===== src/rtl/vga_monitor.sv =====
// VGA timing monitor: locks onto an hsync/vsync stream, tracks frame health,
// and republishes active pixels with coordinates plus a single-point colour probe.
module vga_monitor #(
  parameter int H_ACTIVE    = 640,
  parameter int H_FP        = 16,
  parameter int H_SYNC      = 96,
  parameter int H_BP        = 48,
  parameter int V_ACTIVE    = 480,
  parameter int V_FP        = 10,
  parameter int V_SYNC      = 2,
  parameter int V_BP        = 33,
  parameter int LOCK_FRAMES = 2
) (
  input  logic        clk_25mhz,
  input  logic        rst_n,
  input  logic        hsync,
  input  logic        vsync,
  input  logic [7:0]  red,
  input  logic [7:0]  green,
  input  logic [7:0]  blue,
  input  logic [9:0]  probe_x,
  input  logic [8:0]  probe_y,
  output logic        locked,
  output logic        frame_start,
  output logic        pix_valid,
  output logic [9:0]  pix_x,
  output logic [8:0]  pix_y,
  output logic [23:0] pix_rgb,
  output logic [23:0] probe_rgb,
  output logic        probe_hit,
  output logic [15:0] err_count
);

  localparam int H_TOTAL = H_ACTIVE + H_FP + H_SYNC + H_BP;
  localparam int V_TOTAL = V_ACTIVE + V_FP + V_SYNC + V_BP;
  localparam logic [10:0] H_LAST = 11'(H_TOTAL - 1);
  localparam logic [10:0] H_SLEN = 11'(H_SYNC);
  localparam logic [10:0] H_A0   = 11'(H_SYNC + H_BP);
  localparam logic [10:0] H_A1   = 11'(H_SYNC + H_BP + H_ACTIVE - 1);
  localparam logic [10:0] V_TOT  = 11'(V_TOTAL);
  localparam logic [9:0]  V_A0   = 10'(V_SYNC + V_BP);
  localparam logic [9:0]  V_A1   = 10'(V_SYNC + V_BP + V_ACTIVE - 1);
  localparam logic [7:0]  LOCK_N = 8'(LOCK_FRAMES);

  typedef enum logic [1:0] {SEARCH, TRACK, LOCKED} state_t;

  logic        hs_q, vs_q, hs_prev_q, vs_prev_q;
  logic [23:0] rgb_q;
  logic [9:0]  probe_x_q;
  logic [8:0]  probe_y_q;
  logic [10:0] h_cnt_q, h_cnt_d, lo_cnt_q, lo_cnt_d;
  logic [9:0]  v_cnt_q, v_cnt_d;
  logic        line_err_q, line_err_d;
  logic [7:0]  good_cnt_q, good_cnt_d;
  logic [15:0] err_cnt_q, err_cnt_d;
  state_t      state_q, state_d;
  logic        hfall, hrise, vfall, line_err_now, frame_err, h_sat;
  logic        pix_valid_q, pix_valid_d, frame_start_q, frame_start_d;
  logic        probe_hit_q, probe_hit_d;
  logic [9:0]  pix_x_q, pix_x_d, col;
  logic [8:0]  pix_y_q, pix_y_d, row;
  logic [23:0] pix_rgb_q, pix_rgb_d, probe_rgb_q, probe_rgb_d;

  // Input sample stage; sync levels idle high so reset never fakes an edge.
  always_ff @(posedge clk_25mhz or negedge rst_n) begin
    if (!rst_n) begin
      hs_q      <= 1'b1;
      vs_q      <= 1'b1;
      hs_prev_q <= 1'b1;
      vs_prev_q <= 1'b1;
      rgb_q     <= '0;
      probe_x_q <= '0;
      probe_y_q <= '0;
    end else begin
      hs_q      <= hsync;
      vs_q      <= vsync;
      hs_prev_q <= hs_q;
      vs_prev_q <= vs_q;
      rgb_q     <= {red, green, blue};
      probe_x_q <= probe_x;
      probe_y_q <= probe_y;
    end
  end

  assign hfall = hs_prev_q & ~hs_q;
  assign hrise = ~hs_prev_q & hs_q;
  assign vfall = vs_prev_q & ~vs_q;

  // Counters describe the current sample; the _q copies belong to the previous one.
  always_comb begin
    h_cnt_d      = hfall ? 11'd0 : ((h_cnt_q == 11'h7FF) ? h_cnt_q : h_cnt_q + 11'd1);
    v_cnt_d      = vfall ? 10'd0 : ((v_cnt_q == 10'h3FF) ? v_cnt_q : v_cnt_q + {9'd0, hfall});
    lo_cnt_d     = hs_q ? 11'd0 : ((lo_cnt_q == 11'h7FF) ? lo_cnt_q : lo_cnt_q + 11'd1);
    line_err_now = (hfall && h_cnt_q != H_LAST) || (hrise && lo_cnt_q != H_SLEN);
    frame_err    = line_err_q || line_err_now || (({1'b0, v_cnt_q} + {10'd0, hfall}) != V_TOT);
    line_err_d   = vfall ? 1'b0 : (line_err_q | line_err_now);
    h_sat        = (h_cnt_d == 11'h7FF);
  end

  always_ff @(posedge clk_25mhz or negedge rst_n) begin
    if (!rst_n) begin
      h_cnt_q    <= '0;
      v_cnt_q    <= '0;
      lo_cnt_q   <= '0;
      line_err_q <= 1'b0;
      good_cnt_q <= '0;
      err_cnt_q  <= '0;
      state_q    <= SEARCH;
    end else begin
      h_cnt_q    <= h_cnt_d;
      v_cnt_q    <= v_cnt_d;
      lo_cnt_q   <= lo_cnt_d;
      line_err_q <= line_err_d;
      good_cnt_q <= good_cnt_d;
      err_cnt_q  <= err_cnt_d;
      state_q    <= state_d;
    end
  end

  always_comb begin
    state_d    = state_q;
    good_cnt_d = good_cnt_q;
    err_cnt_d  = err_cnt_q;
    case (state_q)
      SEARCH: if (vfall) begin
        state_d    = TRACK;
        good_cnt_d = '0;
      end
      TRACK: if (vfall) begin
        if (frame_err) begin
          good_cnt_d = '0;
        end else begin
          good_cnt_d = good_cnt_q + 8'd1;
          if (good_cnt_q + 8'd1 >= LOCK_N) state_d = LOCKED;
        end
      end
      LOCKED: if (vfall && frame_err) begin
        state_d    = TRACK;
        good_cnt_d = '0;
        err_cnt_d  = (err_cnt_q == 16'hFFFF) ? err_cnt_q : err_cnt_q + 16'd1;
      end
      default: state_d = SEARCH;
    endcase
    // A missing hsync overrides everything, including the error count.
    if (h_sat) begin
      state_d    = SEARCH;
      good_cnt_d = '0;
      err_cnt_d  = err_cnt_q;
    end
  end

  always_comb begin
    col           = 10'(h_cnt_d - H_A0);
    row           = 9'(v_cnt_d - V_A0);
    pix_valid_d   = (state_d == LOCKED) && (h_cnt_d >= H_A0) && (h_cnt_d <= H_A1) &&
                    (v_cnt_d >= V_A0) && (v_cnt_d <= V_A1);
    frame_start_d = vfall && (state_q == LOCKED) && (state_d == LOCKED);
    pix_x_d       = pix_valid_d ? col : pix_x_q;
    pix_y_d       = pix_valid_d ? row : pix_y_q;
    pix_rgb_d     = pix_valid_d ? rgb_q : pix_rgb_q;
    probe_hit_d   = pix_valid_d && (col == probe_x_q) && (row == probe_y_q);
    probe_rgb_d   = probe_hit_d ? rgb_q : probe_rgb_q;
  end

  // Output stage: second clock of pin-to-output latency.
  always_ff @(posedge clk_25mhz or negedge rst_n) begin
    if (!rst_n) begin
      pix_valid_q   <= 1'b0;
      frame_start_q <= 1'b0;
      probe_hit_q   <= 1'b0;
      pix_x_q       <= '0;
      pix_y_q       <= '0;
      pix_rgb_q     <= '0;
      probe_rgb_q   <= '0;
    end else begin
      pix_valid_q   <= pix_valid_d;
      frame_start_q <= frame_start_d;
      probe_hit_q   <= probe_hit_d;
      pix_x_q       <= pix_x_d;
      pix_y_q       <= pix_y_d;
      pix_rgb_q     <= pix_rgb_d;
      probe_rgb_q   <= probe_rgb_d;
    end
  end

  assign locked      = (state_q == LOCKED);
  assign frame_start = frame_start_q;
  assign pix_valid   = pix_valid_q;
  assign pix_x       = pix_x_q;
  assign pix_y       = pix_y_q;
  assign pix_rgb     = pix_rgb_q;
  assign probe_rgb   = probe_rgb_q;
  assign probe_hit   = probe_hit_q;
  assign err_count   = err_cnt_q;

endmodule


===== config.mk =====
export PLATFORM = sky130hd
export DESIGN_NAME = vga_monitor
export DESIGN_NICKNAME = d
export VERILOG_FILES = /design/src/rtl/vga_monitor.sv
export SDC_FILE = /design/constraint.sdc
export NUM_CORES = 1
export LEC_CHECK = 0
export ABC_AREA = 1
export BUFFER_PORTS_ARGS = -buffer_cell sky130_fd_sc_hd__clkbuf_2
export CAP_MARGIN = 40
export CORE_UTILIZATION = 63
export CTS_BUF_LIST = sky130_fd_sc_hd__clkbuf_8
export DETAILED_ROUTE_END_ITERATION = 8
export GPL_TIMING_DRIVEN = 0
export PLACE_DENSITY = 0.94
export SYNTH_ARGS = -nofsm -noshare
export SYNTH_HDL_FRONTEND = slang
export SYNTH_SLANG_ARGS = --single-unit

===== constraint.sdc =====
create_clock -name clk_25mhz -period 7.6 [get_ports clk_25mhz]
set_input_delay 1.14 -clock clk_25mhz [delete_from_list [all_inputs] [get_ports clk_25mhz]]
set_output_delay 1.14 -clock clk_25mhz [all_outputs]
set_load 0.02 [all_outputs]

# ---- Word-level counts from Yosys, hierarchy flattened
# Index checks and enable logic that the tools add are counted.
dict set report op_classes {
  n_lt_le_gt_ge 5
  n_eq_ne 17
  n_reduce_logical 18
  bitwise 9
  muxes 20
  addsub 8
}
# op n
set op_table {}
lappend op_table {{two-way mux 11 bit} 4}
lappend op_table {{two-way mux 8 bit} 5}
lappend op_table {{equality test 11 bit, second input constant} 3}
lappend op_table {{one-hot mux 8 bit (3 select lines)} 1}
lappend op_table {{adder 11 x 1 -> 11 bit, second input constant} 2}
lappend op_table {{inequality test 11 x 10 -> 1 bit, second input constant} 2}
lappend op_table {{two-way mux 10 bit} 2}
lappend op_table {{adder 16 x 1 -> 16 bit, second input constant} 1}
lappend op_table {{equality test 16 bit, second input constant} 1}
lappend op_table {{two-way mux 2 bit} 6}
lappend op_table {{adder 10 x 1 -> 11 bit} 1}
lappend op_table {{greater-or-equal comparator 11 x 8 -> 1 bit, second input constant} 1}
lappend op_table {{less-or-equal comparator 11 x 10 -> 1 bit, second input constant} 1}
lappend op_table {{logical AND 1 bit} 11}
lappend op_table {{inequality test 11 x 7 -> 1 bit, second input constant} 1}
lappend op_table {{adder 10 x 1 -> 10 bit} 1}
lappend op_table {{equality test 10 bit} 1}
lappend op_table {{equality test 10 bit, second input constant} 1}
lappend op_table {{greater-or-equal comparator 10 x 6 -> 1 bit, second input constant} 1}
lappend op_table {{less-or-equal comparator 10 bit, second input constant} 1}
lappend op_table {{subtractor 10 x 8 -> 10 bit, second input constant} 1}
lappend op_table {{equality test 9 bit} 1}
lappend op_table {{subtractor 9 x 6 -> 9 bit, second input constant} 1}
lappend op_table {{adder 8 x 1 -> 8 bit, second input constant} 1}
lappend op_table {{15 further kinds} 26}
dict set report word_totals {
  ff_bits 176
}

# ---- Logic depth before layout (Yosys ltp)
dict set report depth {
  depth_word 17
  mapped_depth 25
  depth_no_buf 24
}

# ---- Worst setup path after synthesis
# Ideal clock, no wire load.
dict set report synth_timing {
  path_kind {register to register}
  start {register hs_q}
  end {register probe_rgb_q[10], in the netlist probe_rgb[10]}
  path_stages_with_launch 22
  arrival_time_ps 2721
  path_slack_ps 4762
  cell_sequence {dfstp_2 -> inv_2 -> nand2_1 -> inv_1 -> ha_1 -> xnor2_1 -> nand2_1 -> inv_1 -> nor2_1 -> ha_1 -> inv_1 -> nand4_1 -> nand2_2 -> nand3_1 -> nand3_1 -> nor2_2 -> nand2_4 -> nor2_8 -> nand3_4 -> buf_6 -> nand2_1 -> nand2_1}
}
dict set report synth_between {
  word_cells_on_any_way 36
  classes_between {4 x add/sub; 4 x order compare; 5 x eq/ne; 8 x mux; 3 x bitwise; 12 x reduce/logical}
}
# item line
set synth_rtl {}
lappend synth_rtl {{start, declared} 47} ;# logic hs_q, vs_q, hs_prev_q, vs_prev_q;
lappend synth_rtl {{start signal, assigned} 75} ;# hs_q <= hsync;
lappend synth_rtl {{inverter 1 bit (*)} 85} ;# assign hfall = hs_prev_q & ~hs_q;
lappend synth_rtl {{bitwise AND 1 bit (*)} 85}
lappend synth_rtl {{adder 10 x 1 -> 10 bit (*)} 92} ;# v_cnt_d = vfall ? 10'd0 : ((v_cnt_q == 10'h3FF) ? v_cnt_q : v_cnt_q + {9'd0, hfall});
lappend synth_rtl {{two-way mux 10 bit (*) (2 in series)} 92}
lappend synth_rtl {{via v_cnt_d[1]} 52} ;# logic [9:0] v_cnt_q, v_cnt_d;
lappend synth_rtl {{parallel branches: the longest is 4 deep, another holds subtractor 9 x 6 -> 9 bit} --}
lappend synth_rtl {{logical AND 1 bit (*)} 161} ;# probe_hit_d = pix_valid_d && (col == probe_x_q) && (row == probe_y_q);
lappend synth_rtl {{end signal, assigned} 182} ;# probe_rgb_q <= probe_rgb_d;
lappend synth_rtl {{end, declared} 62} ;# logic [23:0] pix_rgb_q, pix_rgb_d, probe_rgb_q, probe_rgb_d;
# Mark *: on every way through the listed nets, which the timed path passes.
# A chain may end at the register's enable or synchronous reset.

# ---- Worst setup path in the final report
dict set report layout_timing {
  start {register vs_prev_q}
  end {register probe_rgb_q[8], in the netlist probe_rgb[8]}
}
dict set report layout_between {
  word_cells_on_any_way 19
  classes_between {1 x add/sub; 2 x order compare; 2 x eq/ne; 6 x mux; 1 x bitwise; 7 x reduce/logical}
}
# item line
set layout_rtl {}
lappend layout_rtl {{start, declared} 47}
lappend layout_rtl {{start signal, assigned} 78} ;# vs_prev_q <= vs_q;
lappend layout_rtl {{bitwise AND 1 bit} 87} ;# assign vfall = vs_prev_q & ~vs_q;
lappend layout_rtl {{two-way mux 10 bit} 92}
lappend layout_rtl {{subtractor 9 x 6 -> 9 bit} 154} ;# row = 9'(v_cnt_d - V_A0);
lappend layout_rtl {{via row[0]} 61} ;# logic [8:0] pix_y_q, pix_y_d, row;
lappend layout_rtl {{equality test 9 bit} 161}
lappend layout_rtl {{logical AND 1 bit} 161}
# The timed path passes the listed nets, and every way through them passes these cells.

==> results.sh <==
export IMPL_status="finished clean"
export IMPL_endpoint_kind="flip-flop"
export IMPL_clkTransAtPathRegs_ns=0.09
export IMPL_slew_headroom_pct=54.4
export IMPL_synth_top_family_by_area="simple AND/OR/NAND/NOR gates"
export IMPL_startpoint_type="flip-flop"
export IMPL_yosys_area_share_simple_pct=30.0
export IMPL_slew_viol_final=0
export IMPL_start_util_pct=65.0
export IMPL_via_per_inst=5.45
export IMPL_setup_worst_path_start="vs_prev_q$_DFF_PN1_"
export IMPL_powerDensity_nw_per_um2=190
export IMPL_synth_nets=1036
export IMPL_grt_use_met3_pct=6.18
export IMPL_hold_buffers=0
export IMPL_place_inst=1281
export IMPL_cp_required_ns=7.99
export IMPL_numCtsBuffers=17
export IMPL_antenna_found_initial=0
export IMPL_cts_max_level=4
export IMPL_rsz0062_at_grt="no"
export IMPL_coreArea_um2=12700
export IMPL_drive_gt1_share_pct=19.6
export IMPL_syn_inst=975
export IMPL_synth_seq_cells=176
export IMPL_muxShareOfSynthArea_pct=0.121
export IMPL_synth_compound_area_share_pct=4.27
export IMPL_cts_path_max_buffers=2
export IMPL_overflow=0
export IMPL_critPathSlowestCell="dfstp_2"
export IMPL_hp_class="flip-flop to flip-flop"
export IMPL_vias=7149
export IMPL_postCtsResizedCells=0
export IMPL_setup_viol=0
export IMPL_drv_cap=0
export IMPL_clk_latency_ns=0.46
export IMPL_ir_worst_vdd_mv=0.161
export IMPL_worstPathCellList="inv_1 > nor2_2 > inv_1 > clkbuf_1 > nand2_1 > inv_1 > ha_1 > inv_1 > nand4_1 > nand2_2 > nand2_1 > nand3_1 > nand2_1 > inv_1 > nand4_1 > nor2_2 > buf_4 > nand3_1 > nand2_1"
export IMPL_rows=41
export IMPL_finalCritPeriodShare_pct=45.3
export IMPL_synth_xor_area_share_pct=3.63
export IMPL_wl_per_cell_um=14.9
export IMPL_antenna_cells=0
export IMPL_firstDrtPassIters=5
export IMPL_yosysSeqAreaShare_pct=53.3
export IMPL_busiest_layer="met2"
export IMPL_finalPower_mw=1.82
export IMPL_ys_types=43
export IMPL_die_w_um=117
export IMPL_yosys_area_share_adder_pct=2.12
export IMPL_track_usage_pct=30.5
export IMPL_ant_nets=0
export IMPL_r2r_slack_ns=4.16
export IMPL_syn_to_final_growth_pct=16.0
export IMPL_drtIter0Drc=678
export IMPL_synth_area_um2=8270
export IMPL_hold_viol_final=0
export IMPL_layout_nets=1189
export IMPL_placed_area_um2=9190
export IMPL_grt_use_met1_pct=40.6
export IMPL_max_stage_delay_ns=0.52
export IMPL_drc_errors=0
export IMPL_crit_fanout=10
export IMPL_fin_setup_tns_ns=0
export IMPL_tightest_slew_ns=0.684
export IMPL_dieArea_um2=13600
export IMPL_grt_max_degree=90
export IMPL_skew_ns=0.0134
export IMPL_worstReg2RegStart="vs_prev_q$_DFF_PN1_"
export IMPL_layout_min_cycle_time_ns=3.44
export IMPL_wl_um=19500
export IMPL_hold_start="vs_q$_DFF_PN1_"
export IMPL_grtUsageMet2_pct=49.6
export IMPL_worst_path_most_repeated_cell="inv_1"
export IMPL_worst_ep_arrival_time_ns=3.83
export IMPL_path_class="flip-flop to flip-flop"
export IMPL_fp_dieH_um=117
export IMPL_grt_pass1_vias=6729
export IMPL_final_cell_count_no_fill=1312
export IMPL_gp_congestion=0.901
export IMPL_root_buffer="clkbuf_8"
export IMPL_synth_warnings=0
export IMPL_portBuffers=133
export IMPL_max_freq_mhz=290
export IMPL_dp_hpwl_um=14100
export IMPL_grt_pass1_wl_um=31600
export IMPL_postSynthAreaPerCell_um2=8.48
export IMPL_post_cts_setup_buffer_count=0
export IMPL_cts_tree="yes"
export IMPL_io_pins=134
export IMPL_clkSinkCount=176
export IMPL_stdcell_area_um2=9590
export IMPL_power_leakage_nw=5.38
## Yosys cell counts, drive strengths merged
cell	number	share of area, %
and2	1	0.076
buf	14	1.3
and3	2	0.15
dfstp	4	1.3
nor3	16	0.97
dfrtp	172	52
a221oi	1	0.11
xnor2	12	1.3
o21ai	40	2.5
clkinv	1	0.045
mux2i	1	0.12
o21bai	3	0.27
nand2	326	15
a31oi	7	0.53
nand4	20	1.5
nor3b	1	0.091
nand3	98	6.3
clkbuf	4	0.18
nor2	87	4.8
or2	2	0.15
a21oi	10	0.61
ha	14	2.1
nor4	4	0.30
xor2	16	1.8
xor3	2	0.57
o221a	1	0.14
inv	111	5.0
nand3b	3	0.27
o22ai	2	0.15
## cell families after synthesis
kind of cell,count (synthesis)
AO/OA/AOI/OAI,64
multiplexers,1
adder cells (fa/ha/maj),14
XOR/XNOR,30
AND/OR/NAND/NOR,560
flip-flops,176
buffers and inverters,130
## sequential cells by signal (all words and copies together) (netlist names)
signal	count
frame_start	1
probe_x_q	10
line_err_q	1
probe_y_q	9
pix_x	10
pix_valid	1
rgb_q	24
pix_rgb	24
lo_cnt_q	11
pix_y	9
hs_prev_q	1
probe_hit	1
vs_prev_q	1
vs_q	1
state_q	2
h_cnt_q	11
good_cnt_q	8
hs_q	1
probe_rgb	24
v_cnt_q	10
err_count	16
## per-layer routing
| metal | part of all wire (%) | vias to the layer above |
|---|---|---|
| li1 | - | 3406 |
| met1 | 42 | 3429 |
| met2 | 50 | 273 |
| met3 | 5.6 | 41 |
| met4 | 3.0 | 0 |
| met5 | 0 | - |
## stage by stage
step	setup slack, ns	hold WS (ns)	util [%]
after floorplan	4.76	0.360	-
after global placement	2.34	0.364	71.9
after detailed placement	4.27	0.364	72.2
after CTS	4.18	0.376	75.4
after global routing	3.81	0.378	75.4
final	4.16	0.370	75.4
## cell usage in the layout, fill, tap and decap left out, types with 4 or more instances in the layout
cell type,count
clkbuf_1,4
dfrtp_1,172
clkbuf_2,132
o21ai_0,37
ha_1,14
a31oi_1,7
nor2_1,72
nand3_1,95
clkbuf_8,21
nor2_4,4
nand2_1,312
inv_1,106
buf_2,6
dfstp_2,4
buf_6,5
a21oi_1,10
nand4_1,20
nand2_2,12
xor2_1,15
xnor2_1,12
nor4_1,4
nor2_2,10
inv_2,6
nor3_1,16
## worst paths after layout
check	end	depth (start not counted)
max reg2reg	probe_rgb[8]$_DFFE_PN0P_	19
min in group asynchronous	err_count[6]$_DFFE_PN0P_	1
max in group asynchronous	pix_x[1]$_DFFE_PN0P_	2
min reg2reg	vs_prev_q$_DFF_PN1_	0
min	vs_prev_q$_DFF_PN1_	0
max	probe_rgb[8]$_DFFE_PN0P_	19
## report_power, final
part | leakage (nW) | internal, mW | switching [mW]
logic | 2.85 | 0.0609 | 0.120
clock network | 0.202 | 0.320 | 0.334
registers | 2.33 | 0.963 | 0.0251
## area by class of cell
type / instances / area [um2]
Multi-Input combinational cell: 669 / 3320
Fill cell: 910 / 3130
Timing Repair Buffer: 134 / 702
Buffer: 18 / 124
Inverter: 112 / 420
Clock buffer: 20 / 275
Sequential cell: 176 / 4410
Tap cell: 172 / 215
Clock inverter: 11 / 131
## critical path: cells and delay by family, from the launching register on
| family | cells | cell delay, ns |
|---|---|---|
| buf+inv | 7 | 1.01 |
| fa+ha+maj | 1 | 0.24 |
| flops | 1 | 0.52 |
| simple gates | 11 | 1.59 |
Power figures use the tool's default switching activity.
